===== src/rtl/music_seq_player.sv =====
// Song sequencer: walks 5-bit note codes from an external synchronous ROM and
// renders each one as a square-wave beep for one tempo-scaled beat.
module music_seq_player #(
  parameter int CLK_HZ   = 25000000,
  parameter int ADDR_W   = 8,
  parameter int SONG_LEN = 256,
  parameter int BEAT_CYC = 6250000
) (
  input  logic              ext_clk_25m,
  input  logic              ext_rst,
  input  logic              play,
  input  logic              loop_en,
  input  logic [1:0]        tempo_sel,
  input  logic [ADDR_W-1:0] start_addr,
  output logic [ADDR_W-1:0] rom_addr,
  input  logic [4:0]        rom_data,
  output logic [4:0]        note_code,
  output logic [ADDR_W-1:0] note_idx,
  output logic              busy,
  output logic              done,
  output logic              beep,
  output logic [2:0]        dbg_state
);

  // Longest half period belongs to C4 (262 Hz): CLK_HZ / 524.
  localparam int HP_W   = $clog2(CLK_HZ / 524 + 1);
  localparam int BEAT_W = $clog2(BEAT_CYC + 1);

  localparam logic [4:0]        END_CODE  = 5'd31;
  localparam logic [4:0]        TOP_TONE  = 5'd21;
  localparam logic [ADDR_W-1:0] LAST_ADDR = ADDR_W'(SONG_LEN - 1);
  localparam logic [ADDR_W-1:0] ADDR_ONE  = ADDR_W'(1);
  localparam logic [HP_W-1:0]   HP_ONE    = HP_W'(1);
  localparam logic [BEAT_W-1:0] BEAT_ONE  = BEAT_W'(1);
  localparam logic [BEAT_W-1:0] BEAT_FULL = BEAT_W'(BEAT_CYC);

  typedef enum logic [2:0] {
    S_IDLE, S_FETCH1, S_FETCH2, S_PLAY, S_PAUSE, S_END, S_DONE
  } state_t;

  function automatic int hp_calc(input int code);
    int f;
    if (code < 1 || code > 21) return 0;
    case ((code - 1) % 7)
      0:       f = 262;
      1:       f = 294;
      2:       f = 330;
      3:       f = 349;
      4:       f = 392;
      5:       f = 440;
      default: f = 494;
    endcase
    f = f << ((code - 1) / 7);
    return CLK_HZ / (2 * f);
  endfunction

  logic [HP_W-1:0] hp_tab [32];
  for (genvar g = 0; g < 32; g++) begin : g_hp
    localparam int HP_V = hp_calc(g);
    assign hp_tab[g] = HP_W'(HP_V);
  end

  state_t            state, state_d;
  logic [ADDR_W-1:0] rom_addr_d, start_q, start_d, idx_d;
  logic [4:0]        code_d;
  logic [BEAT_W-1:0] beat_len, len_d, beat_cnt, beat_d;
  logic [HP_W-1:0]   tone_cnt, tone_d, hp_cur;
  logic              tone_ph, ph_d, is_tone, beat_last, tone_last;
  logic              busy_d, done_d, beep_d;

  assign is_tone   = (note_code != 5'd0) && (note_code <= TOP_TONE);
  assign hp_cur    = hp_tab[note_code];
  assign beat_last = (beat_cnt + BEAT_ONE) >= beat_len;
  assign tone_last = (tone_cnt + HP_ONE) >= hp_cur;
  assign dbg_state = state;

  always_comb begin
    state_d    = state;
    rom_addr_d = rom_addr;
    start_d    = start_q;
    code_d     = note_code;
    idx_d      = note_idx;
    len_d      = beat_len;
    beat_d     = beat_cnt;
    tone_d     = tone_cnt;
    ph_d       = tone_ph;
    case (state)
      S_IDLE: begin
        if (play) begin
          rom_addr_d = start_addr;
          start_d    = start_addr;
          state_d    = S_FETCH1;
        end
      end
      S_FETCH1: state_d = S_FETCH2;
      S_FETCH2: begin
        if (rom_data == END_CODE) begin
          state_d = S_END;
        end else begin
          code_d  = rom_data;
          idx_d   = rom_addr;
          len_d   = BEAT_FULL >> tempo_sel;
          beat_d  = '0;
          tone_d  = '0;
          ph_d    = 1'b0;
          state_d = S_PLAY;
        end
      end
      S_PLAY: begin
        // A paused cycle is not counted, so a note ending and a pause
        // arriving together leaves the final beat cycle for the resume.
        if (!play) begin
          state_d = S_PAUSE;
        end else begin
          if (is_tone) begin
            if (tone_last) begin
              tone_d = '0;
              ph_d   = ~tone_ph;
            end else begin
              tone_d = tone_cnt + HP_ONE;
            end
          end
          if (beat_last) begin
            if (rom_addr == LAST_ADDR) begin
              state_d = S_END;
            end else begin
              rom_addr_d = rom_addr + ADDR_ONE;
              state_d    = S_FETCH1;
            end
          end else begin
            beat_d = beat_cnt + BEAT_ONE;
          end
        end
      end
      S_PAUSE: if (play) state_d = S_PLAY;
      S_END: begin
        if (loop_en) begin
          rom_addr_d = start_q;
          state_d    = S_FETCH1;
        end else begin
          state_d = S_DONE;
        end
      end
      S_DONE: if (!play) state_d = S_IDLE;
      default: state_d = S_IDLE;
    endcase
  end

  // The tone phase survives a pause; only the beep pin is forced low.
  assign beep_d = (state_d == S_PLAY) && is_tone && ph_d;
  assign busy_d = (state_d != S_IDLE) && (state_d != S_DONE);
  assign done_d = (state_d == S_DONE) && (state != S_DONE);

  always_ff @(posedge ext_clk_25m) begin
    if (ext_rst) begin
      state     <= S_IDLE;
      rom_addr  <= '0;
      start_q   <= '0;
      note_code <= '0;
      note_idx  <= '0;
      beat_len  <= '0;
      beat_cnt  <= '0;
      tone_cnt  <= '0;
      tone_ph   <= 1'b0;
      busy      <= 1'b0;
      done      <= 1'b0;
      beep      <= 1'b0;
    end else begin
      state     <= state_d;
      rom_addr  <= rom_addr_d;
      start_q   <= start_d;
      note_code <= code_d;
      note_idx  <= idx_d;
      beat_len  <= len_d;
      beat_cnt  <= beat_d;
      tone_cnt  <= tone_d;
      tone_ph   <= ph_d;
      busy      <= busy_d;
      done      <= done_d;
      beep      <= beep_d;
    end
  end

endmodule


===== config.mk =====
export PLATFORM = sky130hd
export DESIGN_NAME = music_seq_player
export DESIGN_NICKNAME = d
export VERILOG_FILES = /design/src/rtl/music_seq_player.sv
export SDC_FILE = /design/constraint.sdc
export NUM_CORES = 1
export LEC_CHECK = 0
export CORE_MARGIN = 3
export CORE_UTILIZATION = 59
export DETAILED_ROUTE_END_ITERATION = 12
export PLACE_DENSITY = 0.81
export RECOVER_POWER = 25
export SYNTH_ARGS = -nofsm -noshare
export SYNTH_HDL_FRONTEND = slang
export SYNTH_SLANG_ARGS = --single-unit

===== constraint.sdc =====
create_clock -name ext_clk_25m -period 5.6 [get_ports ext_clk_25m]
set_input_delay 1.12 -clock ext_clk_25m [delete_from_list [all_inputs] [get_ports ext_clk_25m]]
set_output_delay 1.12 -clock ext_clk_25m [all_outputs]
set_load 0.02 [all_outputs]

==> results.yml, run 1 <==
power:
  combPwrFrac_pct: 43.9
  total_leakage_power_nw: 2.554
  switching_share_pct: 43.62
  peakVddDrop_uv: 186.4
  power.density_nw_per_um2: 331.0
  p_sw_uw: 948.1
  intPower_mw: 1.225
  p_clk_share_pct: 20.2
  pwr-share-seq_pct: 35.9
clock_network:
  tritoncts: "yes"
  clk_pin_slew_worst_paths_ns: 0.10
  clkLatencyLatePin_ns: 0.38
  post_cts_buffers: 0
  cts_hold_buf: 0
  clockBufferDepth: 2
  cts_sinks: 87
  cts-buffers-inserted: 9
  clock-root-buffer: "clkbuf_8"
  h-tree-depth: 3
  postCtsResizedCells: 0
final_layout:
  multiInputGateArea_um2: 3856
  seqCellArea_um2: 1742
  fill_cells: 821
  syn2layout_area_growth_pct: 11.28
  diodes: 0
  final_layout_size_suffix_gt1_share_pct: 5.368
  final_nets: 860
timing:
  setup_tns_ns: 0
  maxSlewHeadroom_pct: 19.41
  rsz0062_at_grt: "false"
  fin_skew_ns: 0.01689
  drv_slew: 0
  period_share_pct: 83.52
  hold_ws_ns: 0.4561
  worst_pin_slew_ns: 1.209
  fmax_ghz: 0.2138
  hold_viol_final: 0
  fin_crit_ns: 4.677
  setup_violations: 0
worst_setup_path:
  path_class: "reg2reg"
  reg2reg_depth: 13
  start_kind: "register"
  path_cells: "nand4_1 -> or4b_2 -> nor2_1 -> nand3_1 -> xnor2_1 -> ha_1 -> a21oi_1 -> o21ai_0 -> a311o_1 -> o22a_2 -> nor3_4 -> o21ai_0 -> a311oi_1"
  arrival_ns: 4.95
  critPathSlowestCell: "nor3_4"
  cpPeakStageDelay_ns: 0.82
  cp-end-kind: "register"
  crit_path_frequent_cell: "o21ai_0"
  required_ns: 5.88
  crit_path_max_fanout: 28
routing:
  drc: 0
  wl_mm: 15.40
  antenna_left: 0
  wl_per_cell_um: 16.56
  drt-initial-drc-count: 392
  drt_pass1_iterations: 5
  vias: 5890
  via_per_inst: 6.333
yosys:
  syn_nets: 844
  synthFlopType: "dfxtp_1"
  syn_avg_cell_area_um2: 7.565
  ys_types: 66
  synth_edf_count: 0
  ys_seq_elements: 87
  netlist_area_um2: 5901
  synthArstFlopShare_pct: 0
  yosysSeqAreaShare_pct: 29.52
  yosysWarnings: 0
  syn_inst: 780
place:
  io_buffers: 45
  routabilityCongestion: 0.9104
  place_hpwl_mm: 10.93
min_path:
  whs_path_depth: 2
  hold_class: "reg2reg"
job:
  max_cap_violations: 0
die:
  start_util_pct: 62.38
  die_area_um2: 11240
  rows: 35
  die_x_um: 106.0
  die_y_um: 106.0
  io_pins: 46
  coreArea_um2: 9459
grt:
  antenna_found_initial: 0
  grt_pass1_wl_mm: 25.19
  grtUsageTotal_pct: 27.11
  grt_overflow: 0
  grt_pass1_vias: 5266
  grt_start_max_net_pins: 76
outcome:
  status: "finished clean"
flip-flops by register name (all words and copies together) (netlist names):
| name | count |
|---|---|
| dbg_state | 3 |
| done | 1 |
| rom_addr | 8 |
| busy | 1 |
| beep | 1 |
| tone_cnt | 16 |
| beat_cnt | 23 |
| start_q | 8 |
| note_idx | 8 |
| note_code | 5 |
| tone_ph | 1 |
| beat_len | 12 |
synth_stat cells (5+ instances only):
master | n | area [um2]
a211o_1 | 10 | 87.58
a211oi_1 | 14 | 105.1
a21o_1 | 5 | 37.54
a21oi_1 | 84 | 420.4
a311oi_1 | 11 | 96.34
a31oi_1 | 13 | 81.33
and3_1 | 7 | 43.79
buf_1 | 5 | 18.77
buf_2 | 6 | 30.03
clkbuf_1 | 34 | 127.6
dfxtp_1 | 87 | 1742
ha_1 | 45 | 563.0
inv_1 | 30 | 112.6
nand2_1 | 118 | 442.9
nand2b_1 | 15 | 93.84
nand3_1 | 28 | 140.1
nand4_1 | 18 | 112.6
nor2_1 | 56 | 210.2
nor2b_1 | 14 | 87.58
nor3_1 | 6 | 30.03
nor3b_1 | 7 | 52.55
o211ai_1 | 5 | 37.54
o21ai_0 | 38 | 190.2
o22ai_1 | 6 | 37.54
or2_2 | 9 | 56.30
xnor2_1 | 19 | 166.4
xor2_1 | 18 | 157.7
cell type report:
| type | count | share of cell area [%] |
|---|---|---|
| Multi-Input combinational cell | 614 | 58.73 |
| Sequential cell | 87 | 26.52 |
| Timing Repair Buffer | 51 | 7.412 |
| Tap cell | 129 | 2.458 |
| Clock buffer | 9 | 1.886 |
| Inverter | 33 | 1.886 |
| Clock inverter | 7 | 1.105 |
critical path: cells and delay by family (launching register included):
family	cells	cell delay (ns)
XOR/XNOR	1	0.21
AO/OA/AOI/OAI	6	1.39
flip-flops	1	0.49
adder cells (fa/ha/maj)	1	0.28
AND/OR/NAND/NOR	5	2.21
cells in the final DEF (no fill, tap or decap), types with 19 or more instances in the layout:
master / count
dfxtp_1: 87
o21ai_0: 38
ha_1: 45
xnor2_1: 19
a21oi_1: 84
nor2_1: 56
nand3_1: 28
clkdlybuf4s50_1: 28
inv_1: 30
nand2_1: 118
logic make-up after synthesis:
family                   after synthesis  synth area share, %
multiplexers                           2               0.3393
AND/OR/NAND/NOR                      301                24.66
flip-flops                            87                29.52
AO/OA/AOI/OAI                        229                25.23
XOR/XNOR                              37                5.492
buffers and inverters                 79                5.216
adder cells (fa/ha/maj)               45                9.542
through the flow:
stage,power (mW),setup WS (ns),instance area (um2),utilization (%),std cells
final,2.173,0.9228,6566,69.42,930
after global routing,2.316,0.5504,6566,69.42,930
after CTS,2.166,0.9992,6570,69.46,930
after detailed placement,1.729,1.025,6374,67.38,914
after global placement,1.698,1.159,6374,67.38,914
after floorplan,1.458,1.634,5901,-,780
worst paths after layout:
path	end	slack [ns]	from
max reg2reg	beat_cnt[7]$_SDFFE_PP0P_	0.92	beat_cnt[2]$_SDFFE_PP0P_
max	beat_cnt[7]$_SDFFE_PP0P_	0.92	beat_cnt[2]$_SDFFE_PP0P_
min reg2reg	start_q[5]$_SDFFE_PP0P_	0.46	start_q[5]$_SDFFE_PP0P_
min	start_q[5]$_SDFFE_PP0P_	0.46	start_q[5]$_SDFFE_PP0P_
power groups by stage:
stage | Sequential, mW | Combinational [mW] | Clock, mW
floorplan | 0.770 | 0.687 | 0
global placement | 0.787 | 0.911 | 0
detailed placement | 0.790 | 0.938 | 0
CTS | 0.777 | 0.942 | 0.448
global route | 0.790 | 1.05 | 0.473
finish | 0.780 | 0.953 | 0.440
metal layers:
layer | share of wire, % | vias up | wire length (um) | GRT usage [%]
li1 | - | 2854 | - | -
met1 | 46 | 2773 | 7108 | 37.94
met2 | 45 | 239 | 6928 | 42.62
met3 | 7.3 | 24 | 1121 | 4.918
met4 | 1.6 | 0 | 245 | 8.141
met5 | 0 | - | 0 | 0
(Power assumes the default switching activity.)
==> inputs of run 2 (changes only) <==
--- a/config.mk
+++ b/config.mk
@@ -6,9 +6,9 @@
 export NUM_CORES = 1
 export LEC_CHECK = 0
 export CORE_MARGIN = 3
-export CORE_UTILIZATION = 59
+export CORE_UTILIZATION = 54
 export DETAILED_ROUTE_END_ITERATION = 12
-export PLACE_DENSITY = 0.81
+export PLACE_DENSITY = 0.78
 export RECOVER_POWER = 25
 export SYNTH_ARGS = -nofsm -noshare
 export SYNTH_HDL_FRONTEND = slang
==> constraint.sdc (replaced) <==
create_clock -name ext_clk_25m -period 4 [get_ports ext_clk_25m]
set_input_delay 0.8 -clock ext_clk_25m [delete_from_list [all_inputs] [get_ports ext_clk_25m]]
set_output_delay 0.8 -clock ext_clk_25m [all_outputs]
set_load 0.02 [all_outputs]
==> results.yml, run 2 (same netlist as run 1, synthesis figures left out) <==
timing:
  hold_ws_ns: 0.4533
  hold_viol_final: 0
  fin_crit_ns: 3.832
  fmax_ghz: 0.2610
  worst_pin_slew_ns: 1.207
  drv_slew: 0
  maxSlewHeadroom_pct: 19.54
  setup_tns_ns: 0
  fin_skew_ns: 0.01450
  setup_violations: 0
  period_share_pct: 95.79
worst_setup_path:
  crit_path_frequent_cell: "ha_1"
  required_ns: 4.29
  start_kind: "register"
  path_class: "reg2reg"
  arrival_ns: 4.12
  critPathSlowestCell: "or4b_4"
  cp-end-kind: "register"
  crit_family: "compound AO/OA/AOI/OAI gates"
  cp.buffers_inverters: 3
  crit_path_max_fanout: 22
  path_cells: "ha_1 -> inv_1 -> or4b_4 -> nor2_2 -> nand3_1 -> xnor2_2 -> ha_1 -> a21oi_1 -> o21ai_1 -> a311o_1 -> o22a_2 -> buf_4 -> nor3_4 -> buf_12 -> o21ai_0 -> a311oi_1"
  cpPeakStageDelay_ns: 0.58
die:
  rows: 37
  coreArea_um2: 10460
  die_area_um2: 12220
  die_x_um: 110.5
  die_y_um: 110.5
  io_pins: 46
  start_util_pct: 56.40
grt:
  grt_pass1_vias: 5744
  grtUsageTotal_pct: 26.74
  antenna_found_initial: 0
  grt_pass1_wl_mm: 27.50
  grt_overflow: 0
  grt_start_max_net_pins: 45
clock_network:
  cts_hold_buf: 0
  clock-root-buffer: "clkbuf_8"
  clockBufferDepth: 2
  cts-buffers-inserted: 9
  cts_sinks: 87
  clkLatencyLatePin_ns: 0.38
  post_cts_buffers: 0
  clk_pin_slew_worst_paths_ns: 0.09
  tritoncts: "yes"
  h-tree-depth: 3
final_layout:
  regMostFlops: "beat_cnt"
  final_nets: 896
  diodes: 0
  fin_util_pct: 66.75
  syn2layout_area_growth_pct: 18.36
  largest_register_ffs: 23
  final_layout_size_suffix_gt1_share_pct: 10.87
  final_cell_mix: "nand2_1, dfxtp_1, a21oi_1, nor2_1, ha_1"
  final_common_cell: "nand2_1"
  reg_top3: "beat_cnt x23, tone_cnt x16, beat_len x12"
power:
  pwr-share-seq_pct: 31.9
  peakVddDrop_uv: 288.0
  intPower_mw: 1.914
  total_power_mw: 3.274
  p_clk_share_pct: 22.0
  switching_share_pct: 41.53
  power.density_nw_per_um2: 468.7
  combPwrFrac_pct: 46.1
  total_leakage_power_nw: 2.811
  p_sw_mw: 1.360
routing:
  drt_pass1_iterations: 6
  via_per_inst: 6.261
  vias: 6092
  antenna_left: 0
  wl_per_cell_um: 17.37
  drc: 0
  drt-initial-drc-count: 547
  wl_mm: 16.90
outcome:
  status: "finished clean"
min_path:
  hold_class: "reg2reg"
place:
  io_buffers: 45
  routabilityCongestion: 0.9181
  place_hpwl_mm: 12.07
job:
  max_cap_violations: 0
## run 2: path summary, 6_finish.rpt
check                                         startpoint                        end  slack (ns)  cells after the start
worst max register to register  beat_cnt[0]$_SDFFE_PP0P_  beat_cnt[18]$_SDFFE_PP0P_        0.17                     16
worst min register to register  note_idx[4]$_SDFFE_PP0P_   note_idx[4]$_SDFFE_PP0P_        0.45                      2
worst max-delay path            beat_cnt[0]$_SDFFE_PP0P_  beat_cnt[18]$_SDFFE_PP0P_        0.17                     16
worst min-delay path            note_idx[4]$_SDFFE_PP0P_   note_idx[4]$_SDFFE_PP0P_        0.45                      2
## run 2: area by class of cell
type                    count  area, um2
multi-input cells         614       3948
inverters                  33      123.9
fillers                   909       3478
flip-flops and latches     87       1744
clock inverters             6      91.34
clock buffers              10      137.6
well taps                 136      170.2
repair buffers             87      769.5
## run 2: timing repair
item / CTS / global route
endpoints found under the setup margin: 19 / 53
gates resized for setup: 7 / 17
gates cloned: 0 / 1
pin swaps: 0 / 2
## run 2: power groups by stage
stage / sequential [mW] / clock [mW] / combinational, mW
floorplan: 1.08 / 0 / 0.962
global placement: 1.06 / 0 / 1.41
detailed placement: 1.06 / 0 / 1.45
CTS: 1.04 / 0.734 / 1.46
global route: 1.06 / 0.763 / 1.66
finish: 1.04 / 0.720 / 1.51
## run 2: metal layers
layer | vias up | share of wire (%) | track usage, %
met5 | - | 0 | 0
li1 | 2922 | - | -
met1 | 2886 | 44 | 35.26
met3 | 33 | 7.6 | 5.370
met4 | 0 | 2.2 | 9.360
met2 | 251 | 46 | 43.53
## run 2: worst register-to-register path, cell delays in order, from the launching register on
cell      delay [ns]
dfxtp_1         0.34
ha_1            0.20
inv_1           0.06
or4b_4          0.58
nor2_2          0.12
nand3_1         0.12
xnor2_2         0.17
ha_1            0.30
a21oi_1         0.19
o21ai_1         0.13
a311o_1         0.33
o22a_2          0.23
buf_4           0.16
nor3_4          0.23
buf_12          0.19
o21ai_0         0.10
a311oi_1        0.29
## run 2: per-stage QoR
stage / setup WS, ns / cell area [um2] / instances
floorplan: 0.03414 / 5901 / 780
global placement: 0.03330 / 6658 / 956
detailed placement: -0.1540 / 6658 / 956
CTS: -0.004148 / 6925 / 972
global route: -0.03220 / 6984 / 973
finish: 0.1683 / 6984 / 973
